File: src/rtl/match_pkg.sv
// Shared types and 7-segment constants for the best-of-N match controller.
// Segment patterns are active-low in gfedcba order.
package match_pkg;

    typedef enum logic [1:0] {START, PLAY, HOLD, MATCH_OVER} state_t;
    typedef enum logic [1:0] {NONE, P1, P2} player_t;

    localparam logic [6:0] SEG_BLANK = 7'b1111111;
    localparam logic [6:0] SEG_0     = 7'b1000000;
    localparam logic [6:0] SEG_1     = 7'b1111001;
    localparam logic [6:0] SEG_2     = 7'b0100100;
    localparam logic [6:0] SEG_3     = 7'b0110000;
    localparam logic [6:0] SEG_4     = 7'b0011001;
    localparam logic [6:0] SEG_5     = 7'b0010010;
    localparam logic [6:0] SEG_6     = 7'b0000010;
    localparam logic [6:0] SEG_7     = 7'b1111000;
    localparam logic [6:0] SEG_8     = 7'b0000000;
    localparam logic [6:0] SEG_9     = 7'b0010000;

    function automatic logic [6:0] seg_encode(input logic [3:0] value);
        case (value)
            4'd0:    return SEG_0;
            4'd1:    return SEG_1;
            4'd2:    return SEG_2;
            4'd3:    return SEG_3;
            4'd4:    return SEG_4;
            4'd5:    return SEG_5;
            4'd6:    return SEG_6;
            4'd7:    return SEG_7;
            4'd8:    return SEG_8;
            4'd9:    return SEG_9;
            default: return SEG_BLANK;
        endcase
    endfunction

endpackage

File: src/rtl/seg7_digit.sv
// Combinational decimal-to-7-segment decoder with a blanking input.
// Values above 9 also show blank.
module seg7_digit
    import match_pkg::*;
(
    input  logic [3:0] value,
    input  logic       blank,
    output logic [6:0] seg
);

    always_comb begin
        seg = blank ? SEG_BLANK : seg_encode(value);
    end

endmodule

File: src/rtl/match_controller.sv
// Best-of-N match sequencer: resets the playfield between rounds, tallies round
// wins, freezes each result on screen and announces the match winner.
module match_controller
    import match_pkg::*;
#(
    parameter int WIN_SCORE   = 3,
    parameter int HOLD_CYCLES = 50000000
) (
    input  logic       Clock,
    input  logic       Reset,
    input  logic       L,
    input  logic       R,
    input  logic       p1_round_win,
    input  logic       p2_round_win,
    output logic       round_reset,
    output logic       play_enable,
    output logic       match_over,
    output logic [6:0] score1_hex,
    output logic [6:0] score2_hex,
    output logic [6:0] winner_hex
);

    localparam int SW = $clog2(WIN_SCORE + 1);
    localparam int HW = $clog2(HOLD_CYCLES);
    localparam logic [SW-1:0] WIN_VAL   = SW'(WIN_SCORE);
    localparam logic [HW-1:0] HOLD_LAST = HW'(HOLD_CYCLES - 1);

    state_t        state, state_next;
    player_t       winner, winner_next;
    logic [SW-1:0] score1, score1_next, score2, score2_next;
    logic [SW-1:0] inc1, inc2;
    logic [HW-1:0] hold_cnt, hold_next;

    // Saturating increments so a score can never wrap past WIN_SCORE.
    assign inc1 = (score1 == WIN_VAL) ? score1 : score1 + SW'(1);
    assign inc2 = (score2 == WIN_VAL) ? score2 : score2 + SW'(1);

    always_ff @(posedge Clock or negedge Reset) begin
        if (!Reset) begin
            state    <= START;
            winner   <= NONE;
            score1   <= '0;
            score2   <= '0;
            hold_cnt <= '0;
        end else begin
            state    <= state_next;
            winner   <= winner_next;
            score1   <= score1_next;
            score2   <= score2_next;
            hold_cnt <= hold_next;
        end
    end

    always_comb begin
        state_next  = state;
        winner_next = winner;
        score1_next = score1;
        score2_next = score2;
        hold_next   = hold_cnt;
        case (state)
            START: begin
                if (!L && !R) state_next = PLAY;
            end
            PLAY: begin
                if (p1_round_win && p2_round_win) begin
                    state_next = HOLD;
                    hold_next  = '0;
                end else if (p1_round_win) begin
                    score1_next = inc1;
                    if (inc1 == WIN_VAL) begin
                        winner_next = P1;
                        state_next  = MATCH_OVER;
                    end else begin
                        state_next = HOLD;
                        hold_next  = '0;
                    end
                end else if (p2_round_win) begin
                    score2_next = inc2;
                    if (inc2 == WIN_VAL) begin
                        winner_next = P2;
                        state_next  = MATCH_OVER;
                    end else begin
                        state_next = HOLD;
                        hold_next  = '0;
                    end
                end
            end
            HOLD: begin
                // Win levels are ignored here, so a level still held does not score twice.
                if (hold_cnt == HOLD_LAST) state_next = START;
                else                       hold_next  = hold_cnt + HW'(1);
            end
            MATCH_OVER: begin
                if (L && R) begin
                    score1_next = '0;
                    score2_next = '0;
                    winner_next = NONE;
                    state_next  = START;
                end
            end
            default: state_next = START;
        endcase
    end

    assign round_reset = (state == START);
    assign play_enable = (state == PLAY);
    assign match_over  = (state == MATCH_OVER);

    seg7_digit u_score1 (
        .value (4'(score1)),
        .blank (1'b0),
        .seg   (score1_hex)
    );

    seg7_digit u_score2 (
        .value (4'(score2)),
        .blank (1'b0),
        .seg   (score2_hex)
    );

    seg7_digit u_winner (
        .value ((winner == P2) ? 4'd2 : 4'd1),
        .blank (winner == NONE),
        .seg   (winner_hex)
    );

endmodule

File: config.mk
export PLATFORM = sky130hd
export DESIGN_NAME = match_controller
export DESIGN_NICKNAME = d
export VERILOG_FILES = /design/src/rtl/match_pkg.sv /design/src/rtl/seg7_digit.sv /design/src/rtl/match_controller.sv
export SDC_FILE = /design/constraint.sdc
export NUM_CORES = 1
export LEC_CHECK = 0
export ABC_AREA = 1
export BUFFER_PORTS_ARGS = -buffer_cell sky130_fd_sc_hd__buf_2
export CORE_MARGIN = 10
export CORE_UTILIZATION = 55
export CTS_CLUSTER_SIZE = 28
export DETAILED_ROUTE_END_ITERATION = 7
export PLACE_DENSITY = 0.87
export SYNTH_ARGS = -nofsm -noshare
export SYNTH_HDL_FRONTEND = slang
export SYNTH_HIERARCHICAL = 1
export SYNTH_SLANG_ARGS = --single-unit
File: constraint.sdc
create_clock -name Clock -period 2.9 [get_ports Clock]
set_input_delay 0.145 -clock Clock [delete_from_list [all_inputs] [get_ports Clock]]
set_output_delay 0.145 -clock Clock [all_outputs]
set_load 0.05 [all_outputs]
==> results.cfg <==
[yosys]
post_synth_mux_area_share_pct = 0
synth-seq-cells = 34
synth_seq_area_share_pct = 30.62
compound_gate_fraction_of_synth_area_pct = 7.159
synth-adder-area-share_pct = 7.204
synth-warning-count = 6
yosys.area_share.simple_pct = 45.43
synthCells = 443
synth_area_um2 = 2779
dominant_combinational_cell_family_by_area_after_synthesis = simple AND/OR/NAND/NOR gates
postSynthAreaPerCell_um2 = 6.273
synth_xor_xnor_area_share_pct = 0.6303
ys_types = 25

[timing]
tightest_slew_ps = 742.9
max_slew_vio_count = 0
period_share_pct = 65.91
timing.setup.tns_ps = 0
clock-skew-final_ps = 11.83
minimum_clock_period_after_layout_ps = 1911
slew_headroom_pct = 50.47
timing.final.setup_violations = 0
clock.fmax_mhz = 523.2
timing_hold_violations_final = 0
grt_setup_unrepaired = false

[detailed_routing]
drtIter0Drc = 212
drt_first_pass_iters = 4
drcViolationCount = 0
avgRoutedWirePerCell_um = 11.06
vias = 2810
viasPerCell = 4.921
wirelength_mm = 6.318
antenna_violating_nets_post_route = 0

[min_path]
min-delay-path-class = in2reg

[critical_path]
worst_setup_path_start_kind = register
worstSetupPathType = reg2out
r2r_cells = 9
critical_path_depth = 9
cp.arrival_ps = 1770
end_kind = primary output
timing.critical_path.buf_inv = 4
crit_end = winner_hex[5]
timing.critical_path.from = winner[0]$_DFFE_PN0P_
rrSetupSlack_ps = 1060
r2r_end = hold_cnt[3]$_DFFE_PN0P_
reg2reg_from = hold_cnt[0]$_DFFE_PN0P_
critical_path.max_stage_delay_ps = 380
worstPathCellList = inv_1 -> nand2_1 -> inv_1 -> inv_1 -> ha_1 -> nand2_1 -> nand3_1 -> nand2_1 -> buf_2
critical_path_peak_fanout = 5
cp_top_family = buffers and inverters
master_of_the_slowest_instance_on_the_critical_path = sky130_fd_sc_hd__dfrtp_1
critical_path_required_ps = 2760

[clock_tree]
later_pin_clock_latency_in_the_skew_report_ps = 290
cts_root_buffer = sky130_fd_sc_hd__clkbuf_8
clock_sink_count = 34
tritoncts_clock_tree = yes
max-clock-path-buffers = 2
cts.clk_slew.worst_paths_ps = 60
tritoncts.num_buffers = 5
cts_max_level = 2

[floorplanning]
chipHeight_um = 91.08
die_x_um = 91.08
start_util_pct = 57.69
ios = 30
fp-row-count = 25
design.core.area_um2 = 4817
die-area_um2 = 8296

[pwr]
ir_worst_vdd_mv = 0.4083
powerDensity_nw_per_um2 = 893.4
power.leakage_nw = 1.659
p_total_mw = 2.842

[global_route]
grt_remaining_overflow = 0
grt_first_pass_wirelength_mm = 10.99
globalRouteTotalUtil_pct = 15.23
antenna_found_initial = 0
grt_start_max_net_pins = 35
first_global_vias = 2610

[final_layout]
fin_nets = 525
post_route_cells_drive_above_1_share_pct = 12.90
layout-area-overhead-vs-synth_pct = 14.45
layout.cells.most_common = sky130_fd_sc_hd__nand2_1
filler_cell_count = 482
insertedDiodeCount = 0
mostFrequentLayoutCells = sky130_fd_sc_hd__nand2_1, sky130_fd_sc_hd__inv_1, sky130_fd_sc_hd__nand3_1, sky130_fd_sc_hd__nor2_1, sky130_fd_sc_hd__dfrtp_1

[outcome]
result_of_the_run = finished, final reports clean

[placed_design]
port_buffers = 27
place.detailed.hpwl_mm = 4.875
gp_congestion = 0.9263

[flow_run]
number_of_max_cap_violations = 0
layer usage:
| layer | up-vias | GRT usage (%) | wire length (um) |
|---|---|---|---|
| li1 | 1471 | - | - |
| met1 | 1273 | 16.52 | 2687 |
| met2 | 53 | 27.68 | 3172 |
| met3 | 13 | 4.115 | 348 |
| met4 | 0 | 5.483 | 109 |
| met5 | - | 0 | 0 |
sequential cells by signal, indices dropped and copies added, names as in the netlist:
register,flops
state,2
score1,2
score2,2
winner,2
hold_cnt,26
kinds of logic after synthesis:
group	count (synthesis)
AND/OR/NAND/NOR	295
flip-flops	34
adder cells (fa/ha/maj)	16
AO/OA/AOI/OAI	34
buffers and inverters	61
XOR/XNOR	2
other	1
through the flow:
step / cells / hold slack (ps) / util [%] / instance area, um2 / setup slack, ps
detailed placement: 562 / 257.2 / 63.92 / 3079 / 1104
floorplan: 470 / -150.6 / - / 2880 / 1300
finish: 571 / 153.7 / 66.03 / 3181 / 988.7
global route: 571 / 187.1 / 66.03 / 3181 / 804.5
global placement: 562 / 248.1 / 63.92 / 3079 / 1190
CTS: 571 / 149.6 / 66.03 / 3181 / 967.8
worst register-to-register path, stage by stage, from the launching register on:
cell and delay [ps]:
sky130_fd_sc_hd__dfrtp_1 390, sky130_fd_sc_hd__ha_1 200, sky130_fd_sc_hd__nand2_1 100, sky130_fd_sc_hd__nor2_2 160, sky130_fd_sc_hd__nand3_1 100, sky130_fd_sc_hd__nor2_1 210
sky130_fd_sc_hd__nand3_2 140, sky130_fd_sc_hd__nand3b_4 290, sky130_fd_sc_hd__nand2_1 100, sky130_fd_sc_hd__nand2_1 80
layout make-up:
class,instances,area [um2],share of cell area [%]
clock inverters,1,5.005,0.1574
well taps,67,83.83,2.636
repair buffers,29,152.6,4.799
inverters,58,217.7,6.845
flip-flops and latches,34,850.8,26.75
multi-input cells,375,1784,56.10
clock buffers,7,86.33,2.714
timing repair:
action / 4_1_cts / 5_1_grt
setup buffers: 0 / 0
hold buffers: 1 / 0
endpoints found under the hold margin: 34 / 0
gates resized for setup: 0 / 0
synth_stat cells:
library cell | instances | share of area (%)
sky130_fd_sc_hd__o21bai_1 | 3 | 0.81
sky130_fd_sc_hd__nor2_2 | 10 | 2.3
sky130_fd_sc_hd__a21oi_1 | 12 | 2.2
sky130_fd_sc_hd__buf_2 | 1 | 0.18
sky130_fd_sc_hd__conb_1 | 1 | 0.13
sky130_fd_sc_hd__nand3b_4 | 1 | 0.72
sky130_fd_sc_hd__o221ai_1 | 1 | 0.32
sky130_fd_sc_hd__inv_1 | 48 | 6.5
sky130_fd_sc_hd__nor3_1 | 5 | 0.90
sky130_fd_sc_hd__buf_6 | 2 | 0.81
sky130_fd_sc_hd__o211ai_1 | 4 | 1.1
sky130_fd_sc_hd__o2bb2ai_1 | 1 | 0.32
sky130_fd_sc_hd__nand4_1 | 4 | 0.90
sky130_fd_sc_hd__nand3_2 | 1 | 0.36
sky130_fd_sc_hd__or2_2 | 3 | 0.68
sky130_fd_sc_hd__xor2_1 | 2 | 0.63
sky130_fd_sc_hd__ha_1 | 16 | 7.2
sky130_fd_sc_hd__nor2_4 | 4 | 1.6
sky130_fd_sc_hd__inv_2 | 10 | 1.4
sky130_fd_sc_hd__o21ai_0 | 12 | 2.2
sky130_fd_sc_hd__dfrtp_1 | 34 | 31
sky130_fd_sc_hd__a21oi_2 | 1 | 0.32
sky130_fd_sc_hd__nand3_1 | 43 | 7.7
sky130_fd_sc_hd__nand2_1 | 182 | 25
sky130_fd_sc_hd__nor2_1 | 42 | 5.7
power by group:
group,internal (mW),switching (mW)
logic,0.449,1.14
clock network,0.191,0.169
registers,0.656,0.234
worst min path at each step:
stage                            start                      end  slack [ps]  depth (start not counted)
final                     p1_round_win    winner[0]$_DFFE_PN0P_         150                          3
after global placement           Reset  hold_cnt[1]$_DFFE_PN0P_         250                          1
after floorplan                  Reset  hold_cnt[0]$_DFFE_PN0P_        -150                          0
after CTS                 p1_round_win    winner[0]$_DFFE_PN0P_         150                          3
after global routing      p1_round_win    winner[0]$_DFFE_PN0P_         190                          3
after detailed placement         Reset  hold_cnt[1]$_DFFE_PN0P_         260                          1
Note: power is estimated with default switching activity, not from simulation.
